[config.mk]
export PLATFORM = sky130hd
export DESIGN_NAME = updown_seq_decoder
export DESIGN_NICKNAME = d
export VERILOG_FILES = /design/src/rtl/updown_seq_decoder.sv
export SDC_FILE = /design/constraint.sdc
export NUM_CORES = 1
export LEC_CHECK = 0
export BUFFER_PORTS_ARGS = -buffer_cell sky130_fd_sc_hd__buf_2
export CELL_PAD_IN_SITES_DETAIL_PLACEMENT = 0
export CELL_PAD_IN_SITES_GLOBAL_PLACEMENT = 2
export CORE_UTILIZATION = 27
export DETAILED_ROUTE_END_ITERATION = 8
export PLACE_DENSITY_LB_ADDON = 0.1
export SYNTH_ARGS = -nofsm -noshare
export SYNTH_HDL_FRONTEND = slang
export SYNTH_SLANG_ARGS = --single-unit
[constraint.sdc]
create_clock -name clk -period 3.7 [get_ports clk]
set_input_delay 0.74 -clock clk [delete_from_list [all_inputs] [get_ports clk]]
set_output_delay 0.74 -clock clk [all_outputs]
set_load 0.1 [all_outputs]
[src/rtl/updown_seq_decoder.sv]
// updown_seq_decoder
//
// Purpose: receive-side monitor for the JK-based 3-bit up/down counter. On each
// `sample` strobe it compares the observed code against the previously sampled
// one and recovers the counting direction, a signed running position, wrap
// events and illegal-step errors. Repeated illegal steps lock it into a sticky
// FAULT state that only `clr` leaves.
//
// Handshake: `sample` is a qualifier, not a valid/ready pair. `q_in` is used
// only in cycles where `sample` = 1. The block never back-pressures. Every
// output is registered and reflects a sample one clock after its edge.
//
// Parameters:
//   WIDTH     - code width of the observed counter value
//   POS_W     - width of the two's-complement position accumulator
//   ERR_LIMIT - consecutive illegal steps that force FAULT (1..15)
//
// Ports:
//   clk        in   clock, rising edge
//   clr        in   synchronous active-high reset, priority over sample
//   q_in       in   [WIDTH] observed counter code
//   sample     in   strobe qualifying q_in
//   mode_out   out  recovered direction (0 = up, 1 = down)
//   dir_valid  out  mode_out is meaningful (a legal step has been seen)
//   pos        out  [POS_W] signed running position, wraps modulo 2^POS_W
//   step       out  pulse per legal step
//   hold       out  pulse when the sampled code repeats
//   wrap       out  pulse on all-ones->0 (up) or 0->all-ones (down)
//   step_err   out  pulse per illegal step
//   fault      out  level, high while in FAULT
//   rev_cnt    out  [8] saturating direction-reversal count
//   dbg_state  out  [3] FSM state: 0 INIT, 1 ARMED, 2 UP, 3 DOWN, 4 FAULT
//
// Configuration macro: UPDOWN_DEC_REVCNT_EN. When it is undefined the reversal
// counter is not built and rev_cnt is tied to 0.

module updown_seq_decoder #(
    parameter int WIDTH     = 3,
    parameter int POS_W     = 8,
    parameter int ERR_LIMIT = 2
) (
    input  logic             clk,
    input  logic             clr,
    input  logic [WIDTH-1:0] q_in,
    input  logic             sample,
    output logic             mode_out,
    output logic             dir_valid,
    output logic [POS_W-1:0] pos,
    output logic             step,
    output logic             hold,
    output logic             wrap,
    output logic             step_err,
    output logic             fault,
    output logic [7:0]       rev_cnt,
    output logic [2:0]       dbg_state
);

    typedef enum logic [2:0] {
        S_INIT  = 3'd0,
        S_ARMED = 3'd1,
        S_UP    = 3'd2,
        S_DOWN  = 3'd3,
        S_FAULT = 3'd4
    } state_t;

    localparam logic [WIDTH-1:0] CODE_ONES = '1;
    localparam logic [WIDTH-1:0] CODE_ZERO = '0;
    localparam logic [WIDTH-1:0] CODE_ONE  = WIDTH'(1);
    localparam logic [POS_W-1:0] POS_ONE   = POS_W'(1);
    localparam logic [3:0]       ERR_LIM_4 = 4'(ERR_LIMIT);

    state_t           state;
    logic [WIDTH-1:0] last;
    logic [3:0]       ecnt;

    // Modular difference; the subtraction naturally wraps at WIDTH bits.
    logic [WIDTH-1:0] diff;
    logic             is_up;
    logic             is_down;
    logic             is_hold;
    logic [3:0]       ecnt_inc;

    assign diff     = q_in - last;
    assign is_up    = (diff == CODE_ONE);
    assign is_down  = (diff == CODE_ONES);
    assign is_hold  = (diff == CODE_ZERO);
    assign ecnt_inc = ecnt + 4'd1;

    assign dbg_state = state;

`ifndef UPDOWN_DEC_REVCNT_EN
    assign rev_cnt = 8'd0;
`endif

    always_ff @(posedge clk) begin
        // Pulses default low; they are raised only by the sample being handled.
        step     <= 1'b0;
        hold     <= 1'b0;
        wrap     <= 1'b0;
        step_err <= 1'b0;

        if (clr) begin
            state     <= S_INIT;
            last      <= '0;
            ecnt      <= '0;
            mode_out  <= 1'b0;
            dir_valid <= 1'b0;
            pos       <= '0;
            fault     <= 1'b0;
`ifdef UPDOWN_DEC_REVCNT_EN
            rev_cnt   <= 8'd0;
`endif
        end else if (sample) begin
            unique case (state)
                S_INIT: begin
                    last  <= q_in;
                    state <= S_ARMED;
                end
                S_ARMED, S_UP, S_DOWN: begin
                    last <= q_in;
                    if (is_up || is_down) begin
`ifdef UPDOWN_DEC_REVCNT_EN
                        // A reversal needs an established direction to reverse.
                        if (dir_valid && (mode_out != is_down) && (rev_cnt != 8'hFF))
                            rev_cnt <= rev_cnt + 8'd1;
`endif
                        pos       <= is_up ? pos + POS_ONE : pos - POS_ONE;
                        mode_out  <= is_down;
                        dir_valid <= 1'b1;
                        step      <= 1'b1;
                        ecnt      <= '0;
                        state     <= is_up ? S_UP : S_DOWN;
                        wrap      <= is_up ? (last == CODE_ONES && q_in == CODE_ZERO)
                                           : (last == CODE_ZERO && q_in == CODE_ONES);
                    end else if (is_hold) begin
                        hold <= 1'b1;
                    end else begin
                        step_err <= 1'b1;
                        ecnt     <= ecnt_inc;
                        if (ecnt_inc == ERR_LIM_4) begin
                            state     <= S_FAULT;
                            fault     <= 1'b1;
                            dir_valid <= 1'b0;
                        end
                    end
                end
                default: begin
                    // FAULT is sticky: samples are ignored until clr.
                    fault     <= 1'b1;
                    dir_valid <= 1'b0;
                end
            endcase
        end
    end

endmodule

==> metrics.cfg <==
[timing]
hold_viol = 0
tightest_slew_ns = 0.518
tns_ns = 0
finalMaxSlewViolations = 0
setup_viol = 0
fmax_ghz = 0.305
finalCritPeriodShare_pct = 88.7
fin_ws_ns = 0.419
min_period_ns = 3.28
fin_worst_skew_ns = 0.00778
rsz0062_at_grt = no
slew_headroom_pct = 65.5

[clocking]
root_buffer = clkbuf_8
cts.clk_slew.worst_paths_ns = 0.10
clk_path_buf_depth = 2
htreeDepth = 1
cts_buffers = 3
clk_latency_ns = 0.27
clock_sinks = 25
post_cts_buffers = 0
cts_resized = 0
cts_hold_buf = 0
cts_tree = yes

[yosys]
synth_top_area_share_pct = 33.3
ys_seq_elements = 25
synth-edff-count = 0
yosys.area.top_type = dfxtp_1
yosys_warnings = 0
synthArstFlopShare_pct = 0
ys_types = 46
syn-cell-area_um2 = 1500
yosys.cell_count.top_type = dfxtp_1
netlist_top_cells_area = dfxtp_1 33%, ha_1 8.3%, mux2i_1 4.7%
synth_common_cells = 25 x dfxtp_1, 15 x nand2_1, 13 x nor2_1
synthCells = 167
avgSynthCellArea_um2 = 8.99
synth_ff_type = dfxtp_1
seq_area_frac_synth_pct = 33.3

[power]
p_leak_nw = 0.803
total_power_mw = 0.796
power.density_nw_per_um2 = 462
peakVddDrop_mv = 0.164

[floorplanning]
die_w_um = 76.6
fp.dieH_um = 76.6
start_util_pct = 28.7
io_pins = 32
die_area_um2 = 5860
coreArea_um2 = 5240
num_rows = 26

[setup_path]
worstPathRequired_ns = 3.87
crit_fanout = 7
end_kind = register
timing.rr.start = last[0]
worstSetupPathType = input pin to register
startpoint = q_in[0]
worst_ep_arrival_time_ns = 3.46
start_kind = input pin

[grt]
grt_use_total_pct = 12.1
grt_max_degree = 25
grt_pass1_vias = 1208
overflow = 0
grt_pass1_wl_um = 5660
grt_antenna_before_repair = 0

[placement]
place_congestion = 0.785
portBuffers = 23
dp_slack_ns = 0.124
place_hpwl_um = 2580

[cells_and_area]
fillCellCount = 583
nNetsFinal = 212
area_growth_pct = 14.8
antenna_cells = 0
drive_gt1_share_pct = 21.8

[drt]
vias = 1236
routedWlPerCell_um = 13.1
drtAntennaViolNets = 0
vias_per_cell = 4.70
first_pass_iters = 4
drt_iter0_markers = 30
drc = 0
routed_wl_um = 3440

[status]
status = completed

[worst_hold_path]
min_path_type = register to register
hp-start = fault

[job]
drv_cap = 0

[cell usage in the layout (no fill, tap or decap), drive strengths merged, types with 2 or more instances in the layout]
master,instances
and3,3
a21o,2
conb,8
nand2b,3
mux2,2
xor2,4
mux2i,7
nor2,14
ha,10
a31o,3
fa,2
nand3,5
buf,27
nor4,4
nand2,15
o21ai,7
clkbuf,3
nor3,5
nor2b,2
o31ai,4
inv,7
dfxtp,25
xnor2,2
a21oi,12
[metal layers]
metal | vias to the layer above | share of wire (%) | track usage, %
met2 | 26 | 46 | 19.5
li1 | 631 | - | -
met4 | 0 | 1.2 | 4.62
met1 | 575 | 50 | 16.0
met5 | - | 0 | 0
met3 | 4 | 3.3 | 2.04
[worst max-delay path, cell delays in order]
cell,delay (ns)
buf_2,0.09
inv_1,0.06
ha_1,0.20
fa_1,0.37
xnor3_2,0.23
nand3b_1,0.27
ha_1,0.39
a21o_1,0.12
a21oi_1,0.11
o31ai_1,0.31
mux2i_1,0.23
mux2_2,0.34
[flip-flops by register name (all words and copies together) (netlist names)]
signal,count
pos,8
mode_out,1
last,3
fault,1
wrap,1
dir_valid,1
step,1
ecnt,4
hold,1
dbg_state,3
step_err,1
[final timing paths]
check | endpoint | slack (ns) | cells past startpoint
setup / recovery | pos[7] | 0.42 | 12
hold / removal | fault | 0.46 | 2
setup reg to reg | pos[7] | 0.70 | 10
hold reg to reg | fault | 0.46 | 2
[cell type report]
type | instances | area [um2] | area share, %
well taps | 70 | 87.6 | 5.08
repair buffers | 27 | 145 | 8.42
clock buffers | 3 | 41.3 | 2.39
multi-input cells | 130 | 918 | 53.3
flip-flops and latches | 25 | 500 | 29.0
clock inverters | 1 | 5.00 | 0.290
inverters | 7 | 26.3 | 1.52
[cell families (layout without fill, tap and decap cells)]
group,Yosys count,in the layout,synth area share [%]
AND/OR/NAND/NOR,58,58,20.0
AO/OA/AOI/OAI,36,36,16.4
other,1,8,0.250
buffers and inverters,19,38,7.25
flip-flops,25,25,33.3
adder cells (fa/ha/maj),12,12,11.0
XOR/XNOR,7,7,5.58
multiplexers,9,9,6.17
[through the flow]
step	instances	utilization, %	instance area (um2)	hold WS [ns]
after CTS	263	32.9	1720	0.460
after detailed placement	259	32.0	1680	0.435
final	263	32.9	1720	0.461
after floorplan	174	-	1530	0.453
after global placement	259	32.0	1680	0.433
after global routing	263	32.9	1720	0.475
[report_power, final]
group	internal, mW	switching, mW	total (mW)
clock	0.0755	0.0945	0.170
combinational	0.0892	0.237	0.326
sequential	0.285	0.0146	0.300
Power figures use the tool's default switching activity.
